$ cat src/rtl/alu_op_issuer.sv
// rtl/alu_op_issuer.sv - ALU operand/control issuer with shift-add MULSA macro op
//
// Purpose: accepts an operation request, drives the combinational ALU, captures
// its result and returns it as a response. Single ALU codes take one issue
// cycle. MULSA (code 13) builds the low 32 bits of an unsigned product by
// repeated ALU ADDs.
//
// Build option: define MUL_EARLY_EXIT_EN to end MULSA iteration as soon as the
// remaining multiplier bits are all zero.
//
// Ports:
//   clk_i, rst_i                  clock, synchronous active-high reset
//   req_valid_i/req_ready_o       request handshake; op_i, a_i, b_i payload
//   resp_valid_o/resp_ready_i     response handshake; result_o, zero_o, err_o
//   busy_o                        block is not idle
//   alu_src1_o/alu_src2_o/alu_ctrl_o  operands and control to the ALU
//   alu_result_i/alu_zero_i       ALU result and zero flag

module alu_op_issuer #(
  parameter int WIDTH     = 32,
  parameter int MUL_ITERS = 32
) (
  input  logic             clk_i,
  input  logic             rst_i,
  input  logic             req_valid_i,
  output logic             req_ready_o,
  input  logic [3:0]       op_i,
  input  logic [WIDTH-1:0] a_i,
  input  logic [WIDTH-1:0] b_i,
  output logic             resp_valid_o,
  input  logic             resp_ready_i,
  output logic [WIDTH-1:0] result_o,
  output logic             zero_o,
  output logic             err_o,
  output logic             busy_o,
  output logic [WIDTH-1:0] alu_src1_o,
  output logic [WIDTH-1:0] alu_src2_o,
  output logic [3:0]       alu_ctrl_o,
  input  logic [WIDTH-1:0] alu_result_i,
  input  logic             alu_zero_i
);

  localparam int         CNT_W    = (MUL_ITERS > 1) ? $clog2(MUL_ITERS) : 1;
  localparam logic [3:0] OP_ADD   = 4'd2;
  localparam logic [3:0] OP_MULSA = 4'd13;

  typedef enum logic [1:0] {S_IDLE, S_ISSUE, S_ITER, S_RESP} state_t;

  state_t           state;
  logic [WIDTH-1:0] acc;
  logic [WIDTH-1:0] mc;
  logic [WIDTH-1:0] mp;
  logic [CNT_W-1:0] cnt;

  logic             is_single;
  logic [WIDTH-1:0] acc_next;
  logic [WIDTH-1:0] mc_next;
  logic [WIDTH-1:0] mp_next;
  logic             iter_done;

  always_comb begin
    is_single = 1'b0;
    case (op_i)
      4'd0, 4'd1, 4'd2, 4'd6, 4'd7, 4'd11, 4'd12: is_single = 1'b1;
      default:                                    is_single = 1'b0;
    endcase
  end

  // The ALU is adding ACC + MC this cycle; keep the sum only when the
  // current multiplier bit is set.
  always_comb begin
    acc_next = mp[0] ? alu_result_i : acc;
    mc_next  = mc << 1;
    mp_next  = mp >> 1;
`ifdef MUL_EARLY_EXIT_EN
    iter_done = (cnt == CNT_W'(MUL_ITERS - 1)) || (mp_next == '0);
`else
    iter_done = (cnt == CNT_W'(MUL_ITERS - 1));
`endif
  end

  assign req_ready_o = (state == S_IDLE) && !rst_i;
  assign busy_o      = (state != S_IDLE);

  always_ff @(posedge clk_i) begin
    if (rst_i) begin
      state        <= S_IDLE;
      result_o     <= '0;
      zero_o       <= 1'b0;
      err_o        <= 1'b0;
      resp_valid_o <= 1'b0;
      alu_src1_o   <= '0;
      alu_src2_o   <= '0;
      alu_ctrl_o   <= '0;
      acc          <= '0;
      mc           <= '0;
      mp           <= '0;
      cnt          <= '0;
    end else begin
      case (state)
        S_IDLE: begin
          if (req_valid_i) begin
            if (is_single) begin
              // The ALU port registers double as the latched request.
              state      <= S_ISSUE;
              alu_src1_o <= a_i;
              alu_src2_o <= b_i;
              alu_ctrl_o <= op_i;
            end else if (op_i == OP_MULSA) begin
              state      <= S_ITER;
              acc        <= '0;
              mc         <= a_i;
              mp         <= b_i;
              cnt        <= '0;
              alu_src1_o <= '0;
              alu_src2_o <= a_i;
              alu_ctrl_o <= OP_ADD;
            end else begin
              // Illegal code: answer immediately, never touch the ALU.
              state        <= S_RESP;
              result_o     <= '0;
              zero_o       <= 1'b1;
              err_o        <= 1'b1;
              resp_valid_o <= 1'b1;
            end
          end
        end

        S_ISSUE: begin
          state        <= S_RESP;
          result_o     <= alu_result_i;
          zero_o       <= alu_zero_i;
          err_o        <= 1'b0;
          resp_valid_o <= 1'b1;
          alu_src1_o   <= '0;
          alu_src2_o   <= '0;
          alu_ctrl_o   <= '0;
        end

        S_ITER: begin
          acc <= acc_next;
          mc  <= mc_next;
          mp  <= mp_next;
          cnt <= cnt + 1'b1;
          if (iter_done) begin
            state        <= S_RESP;
            result_o     <= acc_next;
            zero_o       <= (acc_next == '0);
            err_o        <= 1'b0;
            resp_valid_o <= 1'b1;
            alu_src1_o   <= '0;
            alu_src2_o   <= '0;
            alu_ctrl_o   <= '0;
          end else begin
            alu_src1_o <= acc_next;
            alu_src2_o <= mc_next;
          end
        end

        S_RESP: begin
          if (resp_ready_i) begin
            state        <= S_IDLE;
            resp_valid_o <= 1'b0;
          end
        end

        default: state <= S_IDLE;
      endcase
    end
  end

endmodule
$ cat config.mk
export PLATFORM = sky130hd
export DESIGN_NAME = alu_op_issuer
export DESIGN_NICKNAME = d
export VERILOG_FILES = /design/src/rtl/alu_op_issuer.sv
export SDC_FILE = /design/constraint.sdc
export NUM_CORES = 1
export LEC_CHECK = 0
export CAP_MARGIN = 20
export CORE_MARGIN = 3
export CORE_UTILIZATION = 52
export DETAILED_ROUTE_END_ITERATION = 10
export GPL_ROUTABILITY_DRIVEN = 0
export HOLD_SLACK_MARGIN = 0.02
export PLACE_DENSITY_LB_ADDON = 0.08
export SKIP_LAST_GASP = 1
export SYNTH_ARGS = -nofsm -noshare
export SYNTH_HDL_FRONTEND = slang
export SYNTH_SLANG_ARGS = --single-unit
$ cat constraint.sdc
create_clock -name clk_i -period 2.5 [get_ports clk_i]
set_input_delay 0.375 -clock clk_i [delete_from_list [all_inputs] [get_ports clk_i]]
set_output_delay 0.375 -clock clk_i [all_outputs]
set_load 0.05 [all_outputs]
==> results by group <==
Outcome
  – Run status: completed

Drt
  – Iteration-0 DRC count of the detailed router: 599
  – Vias per std cell: 5.78
  – DRC viols: 0
  – Vias: 9323
  – Wire length after detailed routing: 30.0 mm
  – Wire per inst: 18.6 um
  – Final ANT Viol Nets: 0
  – Iteration count of the initial detailed-routing pass: 6

Worst setup path
  – Cell chain of the critical path: inv_1, ha_4, inv_1, or2_1, buf_4, nor2_1, a21oi_1, a211oi_1
  – Worst setup slack for register-to-register paths: 130 ps
  – Type of destination of the critical path: flip-flop
  – Crit-path max cell delay: 450 ps
  – Max FO, Critical Path: 31
  – Setup CP Type: flip-flop to flip-flop
  – CP Data Arrival Time: 2780 ps
  – Kind of start point of the critical path: flip-flop
  – Cell type with the highest occurrence count on the critical path: inv_1
  – CP required: 2900 ps
  – Master of the slowest instance on the critical path: dfxtp_1

Yosys
  – Commonest register cell after synthesis: dfxtp_1
  – Post-synthesis cell area: 0.0105 sq mm
  – Synth Instances: 1174
  – Share of the synthesized area in the top cell type: 0.392
  – Biggest area contributors in the synthesized netlist: dfxtp_1 (39%), mux2i_1 (12%), a211oi_2 (9.1%), nor2_1 (7.0%), nor2b_1 (3.9%)
  – Top cells by count, synth: dfxtp_1 (205), nor2_1 (196), mux2i_1 (124)
  – Post-synth cell types: 54
  – Sequential area share after synthesis: 0.392
  – Most area-hungry cell type in the Yosys netlist: dfxtp_1
  – Number of warnings printed during yosys synthesis: 0
  – Library cell with the highest instance count after synthesis: dfxtp_1
  – Number of enable flip-flop cells after synthesis: 0
  – Synthesized flop and latch total: 205
  – Average footprint of a synthesized cell: 8.91 sq um
  – Async set or reset register ratio after synthesis: 0
  – Synthesized net count: 1286

Clock network
  – Clock Tree Buf Depth: 3
  – Clock tree root buffer cell: clkbuf_16
  – Depth of the CTS H-tree: 1
  – Number of hold buffers added after CTS: 0
  – Clock transition at the registers of the reported paths: 60 ps
  – CTS tree: built
  – Total clock buffers created by CTS: 23
  – Clock latency of the later-clocked register in the worst-skew pair: 510 ps
  – Sinks on the clock net: 205

Timing
  – Hold violation total from the final report: 0
  – Slew Limit Headroom: 0.241
  – Fmax: 421 MHz
  – Setup total negative slack: 0 ps
  – Pins over their slew limit: 0
  – # setup viols final: 0
  – Transition time at the pin with the least slew margin: 1140 ps
  – Min Tclk post-route: 2370 ps
  – Worst-case clock skew: 6.10 ps
  – Period utilization: 0.949
  – Setup repair after global routing missed its margin: no

Die
  – Die height: 148 um
  – Count of boundary I/O pins: 210
  – Effective utilization at floorplan: 0.534
  – Die Area: 0.0219 sq mm
  – Core region area: 0.0196 sq mm
  – Row Count: 51
  – Die Wd: 148 um

Final layout
  – Nets@finish: 1445
  – Layout cells sized above 1: 0.123
  – Number of antenna diodes: 0
  – P&R area growth vs syn: 29.5%
  – Layout Utilization: 0.692
  – Cell Count, Final, Fillers Out: 1614

GRT
  – Total Routing Usage GR: 0.262
  – Pin count of the biggest net entering global routing: 206
  – Overflow left after global routing: 0
  – Met1 routing resource usage after global routing: 0.350
  – Most used routing layer: met2
  – Number of global-route vias before repair: 8834
  – Antenna violations before repair: 2
  – GR Util met3: 0.0472
  – Fraction of met2 tracks used by global routing: 0.434
  – Wire length of the first global-routing pass: 47.0 mm

Power
  – Worst VDD drop: 0.00110 V
  – Leak: 4.70 nW
  – Total power: 18.3 mW
  – Cell area power density: 1350 mW/mm^2

Placed design
  – Number of placed instances, taps included: 1570
  – Number of port buffers: 209
  – DP Wirelength: 20.6 mm

Job
  – Number of violations of the max-capacitance limit: 0

Min path
  – Class of the tightest hold or removal check: flip-flop to flip-flop
-- critical path, delay by kind of cell (launching register included) --
family | cells | cell delay, ps
AO/OA/AOI/OAI | 2 | 330
AND/OR/NAND/NOR | 2 | 510
adder cells (fa/ha/maj) | 1 | 410
buffers and inverters | 3 | 560
flip-flops | 1 | 450
-- layout by cell type (no fill, tap or decap), types with 3 or more instances in the layout --
cell             netlist  routed
clkbuf_8               0       4
nand2_1               79      79
nand2b_1               6       6
clkbuf_16              0      23
a22o_1                32      32
clkdlybuf4s50_1        0     206
nor3_1                 3       3
clkinv_2               0       6
o21ai_0                7       7
buf_12                 0      13
a211oi_1              19      19
nand3b_1               4       4
nor4_1                11      11
a311oi_1              32      32
buf_4                  8      21
nand3_1               41      41
a21oi_1               79      79
nand4_1                4       4
inv_1                  3       3
dfxtp_1              205     204
ha_1                   7       5
a211oi_2              76      76
a22oi_1               32      32
nor2_1               196     194
mux2i_1              124     124
clkbuf_1              57       7
nor2b_1               66      64
-- path summary, 6_finish.rpt --
check | to | startpoint | cells past startpoint
worst max-delay path | alu_src1_o[4]$_SDFFE_PP0P_ | state[1]$_SDFFE_PP0P_ | 8
worst min-delay path | alu_ctrl_o[2]$_SDFFE_PP0P_ | alu_ctrl_o[2]$_SDFFE_PP0P_ | 2
worst max register to register | alu_src1_o[4]$_SDFFE_PP0P_ | state[1]$_SDFFE_PP0P_ | 8
worst min register to register | alu_ctrl_o[2]$_SDFFE_PP0P_ | alu_ctrl_o[2]$_SDFFE_PP0P_ | 2
-- sequential cells by signal, indices dropped and copies added, names as in the netlist --
register,count
acc,32
alu_src1_o,32
alu_src2_o,32
mp,32
result_o,32
mc,31
cnt,5
alu_ctrl_o,4
state,2
err_o,1
resp_valid_o,1
zero_o,1
-- metrics by stage --
step | hold slack, ps | worst slack (ps) | area (sq um)
after floorplan | 432 | 421 | 10500
after global placement | 439 | 118 | 12800
after detailed placement | 443 | 29.3 | 12800
after CTS | 451 | 124 | 13500
after global routing | 469 | 5.79 | 13500
final | 448 | 127 | 13500
-- power by group --
part / switching (mW) / internal [mW] / total, mW / leakage, nW
Combinational: 6.45 / 3.73 / 10.2 / 2.66
Sequential: 0.623 / 4.25 / 4.88 / 1.68
Clock: 1.34 / 1.89 / 3.23 / 0.355
-- final cells by class --
| class | count | area, sq um |
|---|---|---|
| clock buffers | 33 | 643 |
| clock inverters | 8 | 68.8 |
| fillers | 1593 | 6040 |
| inverters | 4 | 15.0 |
| multi-input cells | 854 | 5850 |
| flip-flops and latches | 205 | 4110 |
| well taps | 265 | 332 |
| repair buffers | 245 | 2540 |
-- metal layers --
layer,wire [um],share of wire
met1,13000,0.43
met3,2030,0.067
met2,14100,0.47
met4,841,0.028
met5,24,0.00080
-- logic make-up (layout without fill, tap and decap cells) --
logic type,count (synthesis),count (layout),share of synthesized area
compound gates,294,294,0.235
mux,124,124,0.119
fa+ha+maj,7,7,0.00837
flops,205,205,0.392
simple gates,429,429,0.191
buf+inv,115,290,0.0548
-- what timing repair did --
action,CTS,global route
setup buffers,0,2
gates resized for setup,2,2
pin swaps,0,1
setup endpoints to repair,2,19
No activity file was read; power rests on OpenSTA's default activity.
